File: src/rtl/lmem_stream_reader_if.sv
// Bundle between the LMEM stream reader, its LMEM read port and the stream consumer.
// slave = the reader itself; master = the surrounding system (LMEM + consumer + control).
interface lmem_stream_reader_if #(
  parameter int DATA_WIDTH = 8,
  parameter int ADDR_WIDTH = 6,
  parameter int LEN_WIDTH  = ADDR_WIDTH + 1
);
  logic                  start;
  logic [ADDR_WIDTH-1:0] base_addr;
  logic [LEN_WIDTH-1:0]  len;
  logic                  busy;
  logic                  done;
  logic [ADDR_WIDTH-1:0] raddr_0;
  logic [DATA_WIDTH-1:0] q_0;
  logic [DATA_WIDTH-1:0] out_data;
  logic                  out_valid;
  logic                  out_ready;

  modport slave (
    input  start,
    input  base_addr,
    input  len,
    input  q_0,
    input  out_ready,
    output busy,
    output done,
    output raddr_0,
    output out_data,
    output out_valid
  );

  modport master (
    output start,
    output base_addr,
    output len,
    output q_0,
    output out_ready,
    input  busy,
    input  done,
    input  raddr_0,
    input  out_data,
    input  out_valid
  );
endinterface

File: src/rtl/lmem_stream_reader.sv
// Walks an LMEM address range and turns the registered read data into a
// valid/ready stream, absorbing the one-cycle read latency in a 2-entry buffer.
module lmem_stream_reader #(
  parameter int DATA_WIDTH = 8,
  parameter int ADDR_WIDTH = 6,
  parameter int LEN_WIDTH  = ADDR_WIDTH + 1
) (
  input  logic                 clk,
  input  logic                 rstn,
  lmem_stream_reader_if.slave  bus
);
  localparam logic [1:0] S_IDLE  = 2'd0;
  localparam logic [1:0] S_RUN   = 2'd1;
  localparam logic [1:0] S_DRAIN = 2'd2;
  localparam logic [1:0] S_DONE  = 2'd3;

  logic [1:0]            r_state;
  logic [1:0]            w_state_nxt;
  logic [ADDR_WIDTH-1:0] r_addr;
  logic [ADDR_WIDTH-1:0] r_raddr;
  logic [LEN_WIDTH-1:0]  r_rem;
  logic                  r_inflight;
  logic [DATA_WIDTH-1:0] r_buf [2];
  logic                  r_head;
  logic [1:0]            r_cnt;

  logic                  w_pop;
  logic                  w_push;
  logic                  w_issue;
  logic                  w_start;
  logic                  w_drained;
  logic                  w_tail;
  logic [1:0]            w_occ;

  assign w_pop   = (r_cnt != 2'd0) & bus.out_ready;
  assign w_push  = r_inflight;
  // occupancy at end of cycle; a read issued now lands one cycle later
  assign w_occ   = r_cnt + {1'b0, r_inflight} - {1'b0, w_pop};
  assign w_issue = (r_state == S_RUN) & (r_rem != '0) & (w_occ < 2'd2);
  assign w_start = (r_state == S_IDLE) & bus.start;
  assign w_tail  = r_head ^ r_cnt[0];
  assign w_drained = ~r_inflight & (r_cnt == 2'd1) & w_pop;

  always_comb begin
    w_state_nxt = r_state;
    unique case (r_state)
      S_IDLE: begin
        if (bus.start)
          w_state_nxt = (bus.len == '0) ? S_DONE : S_RUN;
      end
      S_RUN: begin
        if (w_issue && (r_rem == LEN_WIDTH'(1)))
          w_state_nxt = S_DRAIN;
      end
      S_DRAIN: begin
        if (w_drained)
          w_state_nxt = S_DONE;
      end
      S_DONE:  w_state_nxt = S_IDLE;
      default: w_state_nxt = S_IDLE;
    endcase
  end

  always_ff @(posedge clk or negedge rstn) begin
    if (!rstn) begin
      r_state    <= S_IDLE;
      r_addr     <= '0;
      r_raddr    <= '0;
      r_rem      <= '0;
      r_inflight <= 1'b0;
    end else begin
      r_state    <= w_state_nxt;
      r_inflight <= w_issue;
      if (w_start) begin
        r_addr <= bus.base_addr;
        r_rem  <= bus.len;
      end else if (w_issue) begin
        r_addr  <= r_addr + ADDR_WIDTH'(1);
        r_rem   <= r_rem - LEN_WIDTH'(1);
        r_raddr <= r_addr;
      end
    end
  end

  always_ff @(posedge clk or negedge rstn) begin
    if (!rstn) begin
      r_buf[0] <= '0;
      r_buf[1] <= '0;
      r_head   <= 1'b0;
      r_cnt    <= 2'd0;
    end else begin
      if (w_push)
        r_buf[w_tail] <= bus.q_0;
      if (w_pop)
        r_head <= ~r_head;
      r_cnt <= r_cnt + {1'b0, w_push} - {1'b0, w_pop};
    end
  end

  assign bus.raddr_0   = w_issue ? r_addr : r_raddr;
  assign bus.out_data  = r_buf[r_head];
  assign bus.out_valid = (r_cnt != 2'd0);
  assign bus.busy      = (r_state != S_IDLE);
  assign bus.done      = (r_state == S_DONE);
endmodule

File: src/flat_wrapper.sv
// flat-port wrapper written by rule: the top's interface ports become plain ports
module lmem_stream_reader_flat 
#(
  parameter int DATA_WIDTH = 8,
  parameter int ADDR_WIDTH = 6,
  parameter int LEN_WIDTH  = ADDR_WIDTH + 1
)
  (clk, rstn, bus_start, bus_base_addr, bus_len, bus_q_0, bus_out_ready, bus_busy, bus_done, bus_raddr_0, bus_out_data, bus_out_valid);
  lmem_stream_reader_if #(.DATA_WIDTH(DATA_WIDTH), .ADDR_WIDTH(ADDR_WIDTH), .LEN_WIDTH(LEN_WIDTH)) bus_i ();
  input  logic clk;
  input  logic rstn;
  input wire logic [$bits(bus_i.start)-1:0] bus_start;
  input wire logic [$bits(bus_i.base_addr)-1:0] bus_base_addr;
  input wire logic [$bits(bus_i.len)-1:0] bus_len;
  input wire logic [$bits(bus_i.q_0)-1:0] bus_q_0;
  input wire logic [$bits(bus_i.out_ready)-1:0] bus_out_ready;
  output wire logic [$bits(bus_i.busy)-1:0] bus_busy;
  output wire logic [$bits(bus_i.done)-1:0] bus_done;
  output wire logic [$bits(bus_i.raddr_0)-1:0] bus_raddr_0;
  output wire logic [$bits(bus_i.out_data)-1:0] bus_out_data;
  output wire logic [$bits(bus_i.out_valid)-1:0] bus_out_valid;
  assign bus_i.start = bus_start;
  assign bus_i.base_addr = bus_base_addr;
  assign bus_i.len = bus_len;
  assign bus_i.q_0 = bus_q_0;
  assign bus_i.out_ready = bus_out_ready;
  assign bus_busy = bus_i.busy;
  assign bus_done = bus_i.done;
  assign bus_raddr_0 = bus_i.raddr_0;
  assign bus_out_data = bus_i.out_data;
  assign bus_out_valid = bus_i.out_valid;
  lmem_stream_reader #(.DATA_WIDTH(DATA_WIDTH), .ADDR_WIDTH(ADDR_WIDTH), .LEN_WIDTH(LEN_WIDTH)) u_core (.clk(clk), .rstn(rstn), .bus(bus_i));
endmodule
File: config.mk
export PLATFORM = sky130hd
export DESIGN_NAME = lmem_stream_reader_flat
export DESIGN_NICKNAME = d
export VERILOG_FILES = /design/src/rtl/lmem_stream_reader_if.sv /design/src/rtl/lmem_stream_reader.sv /design/src/flat_wrapper.sv
export SDC_FILE = /design/constraint.sdc
export NUM_CORES = 1
export LEC_CHECK = 0
export ABC_AREA = 1
export CORE_UTILIZATION = 45
export CTS_CLUSTER_DIAMETER = 40
export DETAILED_ROUTE_END_ITERATION = 16
export PLACE_DENSITY = 0.7
export SYNTH_ARGS = -nofsm -noshare
export SYNTH_HDL_FRONTEND = slang
export SYNTH_SLANG_ARGS = --single-unit
File: constraint.sdc
create_clock -name clk -period 2.63 [get_ports clk]
set_input_delay 0.6575 -clock clk [delete_from_list [all_inputs] [get_ports clk]]
set_output_delay 0.6575 -clock clk [all_outputs]
set_load 0.05 [all_outputs]
==> out/qor.csv, run 1 <==
stage;metric;value;unit
timing;clock skew;0.00762;ns
layout;Layout area overhead;35.8;%
pwr;Power Density;1480;nW/um^2
synth;Yosys reg bits;41;
place;pre-CTS WS;-0.588;ns
detailed_routing;via count;1910;
pwr;Static Leakage;1.50;nW
global_routing;GRT Util Overall;0.190;
critical_path;r2r setup slk;0.34;ns
worst_hold_path;worst hold-check path type;in -> async;
clock_tree;root buffer cell;clkbuf_8;
place;dpl cells;391;
synth;Synth Area in Compound Gates;0.134;
layout;Finished Layout Cells;402;
flow_run;number of max-cap violations;0;
critical_path;kind of critical path;reg -> out;
global_routing;total gr overflow;0;
clock_tree;clk slew on worst S/H paths;0.09;ns
global_routing;first-pass GRT wire length;7.98;mm
detailed_routing;First DRT Iteration DRCs;81;
die;Starting Density;0.482;
critical_path;reg2reg end;u_core.r_raddr[0]$_DFFE_PN0N_;
synth;Synth Area in Simple Gates;0.225;
timing;setup ws final;-0.371;ns
global_routing;initial antenna violation count;0;
critical_path;startpoint types;flop;
clock_tree;H-tree depth;2;
place;I/O Buffers;41;
place;HPWL after DPL;3.33;mm
timing;RSZ-0062 raised after global routing;true;
synth;Gate Count Post-Synth;275;
synth;yosys warns;0;
layout;Post-Route Utilization;0.654;
run_status;status;complete, but fails checks;
critical_path;Crit Path Max Fanout;5;
layout;share of layout cells above drive strength 1;0.284;
synth;Synth async-reset ratio;1.00;
clock_tree;# clock sinks;41;
place;Post-DP Area;3010;um^2
synth;synthesized area;2340;um^2
synth;sequential-to-total area share from yosys stat;0.439;
clock_tree;CTS buffer count;5;
die;Core Footprint;4850;um^2
run_status;failing checks;negative setup slack;
layout;antenna cells;0;
synth;syn_area_per_cell;8.50;um^2
synth;Synth Area in Adders;0.0535;
critical_path;crit path from;u_core.r_cnt[1]$_DFF_PN0_;
critical_path;CP Data Required Time;1.97;ns
layout;cell area after layout;3170;um^2
timing;hold slack;0.416;ns
detailed_routing;TritonRoute pass-1 iters;4;
synth;number of synthesized flops with an enable pin;0;
detailed_routing;final WL;4.70;mm
timing;Final Cycle Share;1.14;
global_routing;vias in the first global route;1818;
critical_path;Critical Path Max Stage Delay;0.39;ns
critical_path;worst reg2reg path depth;17;
clock_tree;Max Buffers Root-to-Sink;2;
synth;mux cell area share after synthesis;0.0385;
timing;Slew @ Worst Pin;0.535;ns
global_routing;largest net degree at the start of global routing;42;
synth;Main synth FF type;dfrtp_1;
critical_path;CP Capture Type;output port;
die;Die W;74.1;um
timing;max_slew headroom;0.643;
timing;Hold Fails Final Rpt;0;
pwr;Overall Power;4.70;mW
clock_tree;clk_lat worst skew;0.29;ns
die;IO Pins;42;
critical_path;Critical Path, Cell by Cell;or2_4 > nand2_4 > inv_2 > ha_4 > inv_4 > ha_4 > inv_2 > nand2_2 > nand2_1 > nand2_1 > nand2_2 > nand2_4 > buf_6 > o21ai_4 > buf_12;
layout;# nets final;369;
clock_tree;TritonCTS clock tree;yes;
critical_path;worst r2r src;u_core.r_cnt[1]$_DFF_PN0_;
synth;Mapped Nets;310;
timing;Max Freq;333;MHz
place;routability cong.;0.806;
clock_tree;# hold bufs at CTS;0;
critical_path;Critical Path AT;2.34;ns
die;# rows;25;
timing;Max Slew Vio Count;0;
die;DIE AREA;5490;um^2
detailed_routing;wire length per cell;11.7;um
timing;count of final setup violators;6;
synth;largest family of logic cells by synthesized area;simple AND/OR/NAND/NOR gates;
synth;Synth Area in XOR/XNOR;0.0262;
timing;Sum Neg Setup Slack;-2.20;ns
synth;Synth cell types;24;
critical_path;CP max stage cell;dfrtp_1;
detailed_routing;DRT antenna net count;0;
pwr;maximum vdd drop;0.721;mV
detailed_routing;vias per cell;4.75;
die;die height;74.1;um
detailed_routing;number of remaining DRC errors;0;
timing;crit path time final;3.00;ns
-- logic make-up (layout without fill, tap and decap cells) --
group | after synthesis | after routing
xor gates and xnor gates | 7 | 7
adders and majority gates | 10 | 10
DFF | 41 | 41
and+or+nand+nor | 114 | 115
AOI/OAI and AO/OA | 51 | 51
muxes | 8 | 8
buffers and inverters | 44 | 103
-- power breakdown --
part	switching (mW)	internal [mW]
registers	0.191	0.943
logic	1.87	1.26
clock network	0.223	0.213
total	2.28	2.42
-- cells in the mapped netlist, drive strengths merged (3+ instances only) --
library cell | n | share of area
buf | 6 | 0.022
mux2 | 8 | 0.039
nor2 | 14 | 0.033
nand3 | 16 | 0.034
xnor2 | 3 | 0.011
xor2 | 4 | 0.015
nand2 | 81 | 0.15
inv | 37 | 0.060
dfrtp | 41 | 0.44
ha | 10 | 0.054
o21ai | 48 | 0.13
-- timing repair --
item | in CTS | in global routing
cloned | 1 | 0
setup buffers | 1 | 1
resized for setup | 9 | 3
pin swaps | 10 | 9
setup endpoints to repair | 6 | 7
-- state kept, by name, summed over array words and instances, names as in the netlist --
register           cells
u_core.r_raddr         6
u_core.r_cnt           2
u_core.r_addr          6
u_core.r_inflight      1
u_core.r_head          1
u_core.r_rem           7
u_core.r_state         2
u_core.r_buf          16
-- layout make-up --
class,instances,area [um^2]
flip-flops and latches,41,1030
well taps,67,83.8
fillers,407,1680
inverters,37,144
clock buffers,6,82.6
repair buffers,58,594
multi-input cells,191,1230
clock inverters,2,13.8
-- cell usage in the layout, fill, tap and decap left out, types with 7 or more instances in the layout --
master and count:
o21ai_2 15, buf_4 22, ha_1 8, dfrtp_1 41
mux2_2 8, nand2_2 9, buf_12 7, nand2_1 68
inv_1 33, o21ai_0 27, nand3_1 16, clkdlybuf4s50_1 24
nor2_1 10
-- layer usage --
layer,share of wire,GRT usage
met5,0,0
met4,0.013,0.0556
met2,0.47,0.316
met1,0.48,0.250
met3,0.037,0.0407
-- worst max-delay path by stage --
| stage | cells past startpoint | end | slack (ns) |
|---|---|---|---|
| 5_1_grt | 15 | bus_raddr_0[2] | -0.48 |
| 3_5_place_dp | 15 | bus_raddr_0[5] | -0.59 |
| 3_3_place_gp | 14 | bus_raddr_0[3] | -0.54 |
| 4_1_cts | 15 | bus_raddr_0[2] | -0.43 |
| 2_1_floorplan | 14 | bus_raddr_0[0] | -0.20 |
| 6_report | 15 | bus_raddr_0[5] | -0.37 |
-- critical path, delay by kind of cell, from the launching register on --
family,cells,cell delay (ns)
flip-flops,1,0.39
AND/OR/NAND/NOR,7,0.70
buffers and inverters,5,0.40
adder cells (fa/ha/maj),2,0.41
AO/OA/AOI/OAI,1,0.14
(Power assumes the default switching activity.)
==> run 2: changes to the inputs <==
- CAP_MARGIN: not set -> 5
- CTS_CLUSTER_DIAMETER: 40 -> 50
- HOLD_SLACK_MARGIN: not set -> 0.15
==> results of run 2 <==
The final DEF is identical to that of run 1; final timing and power are the same.
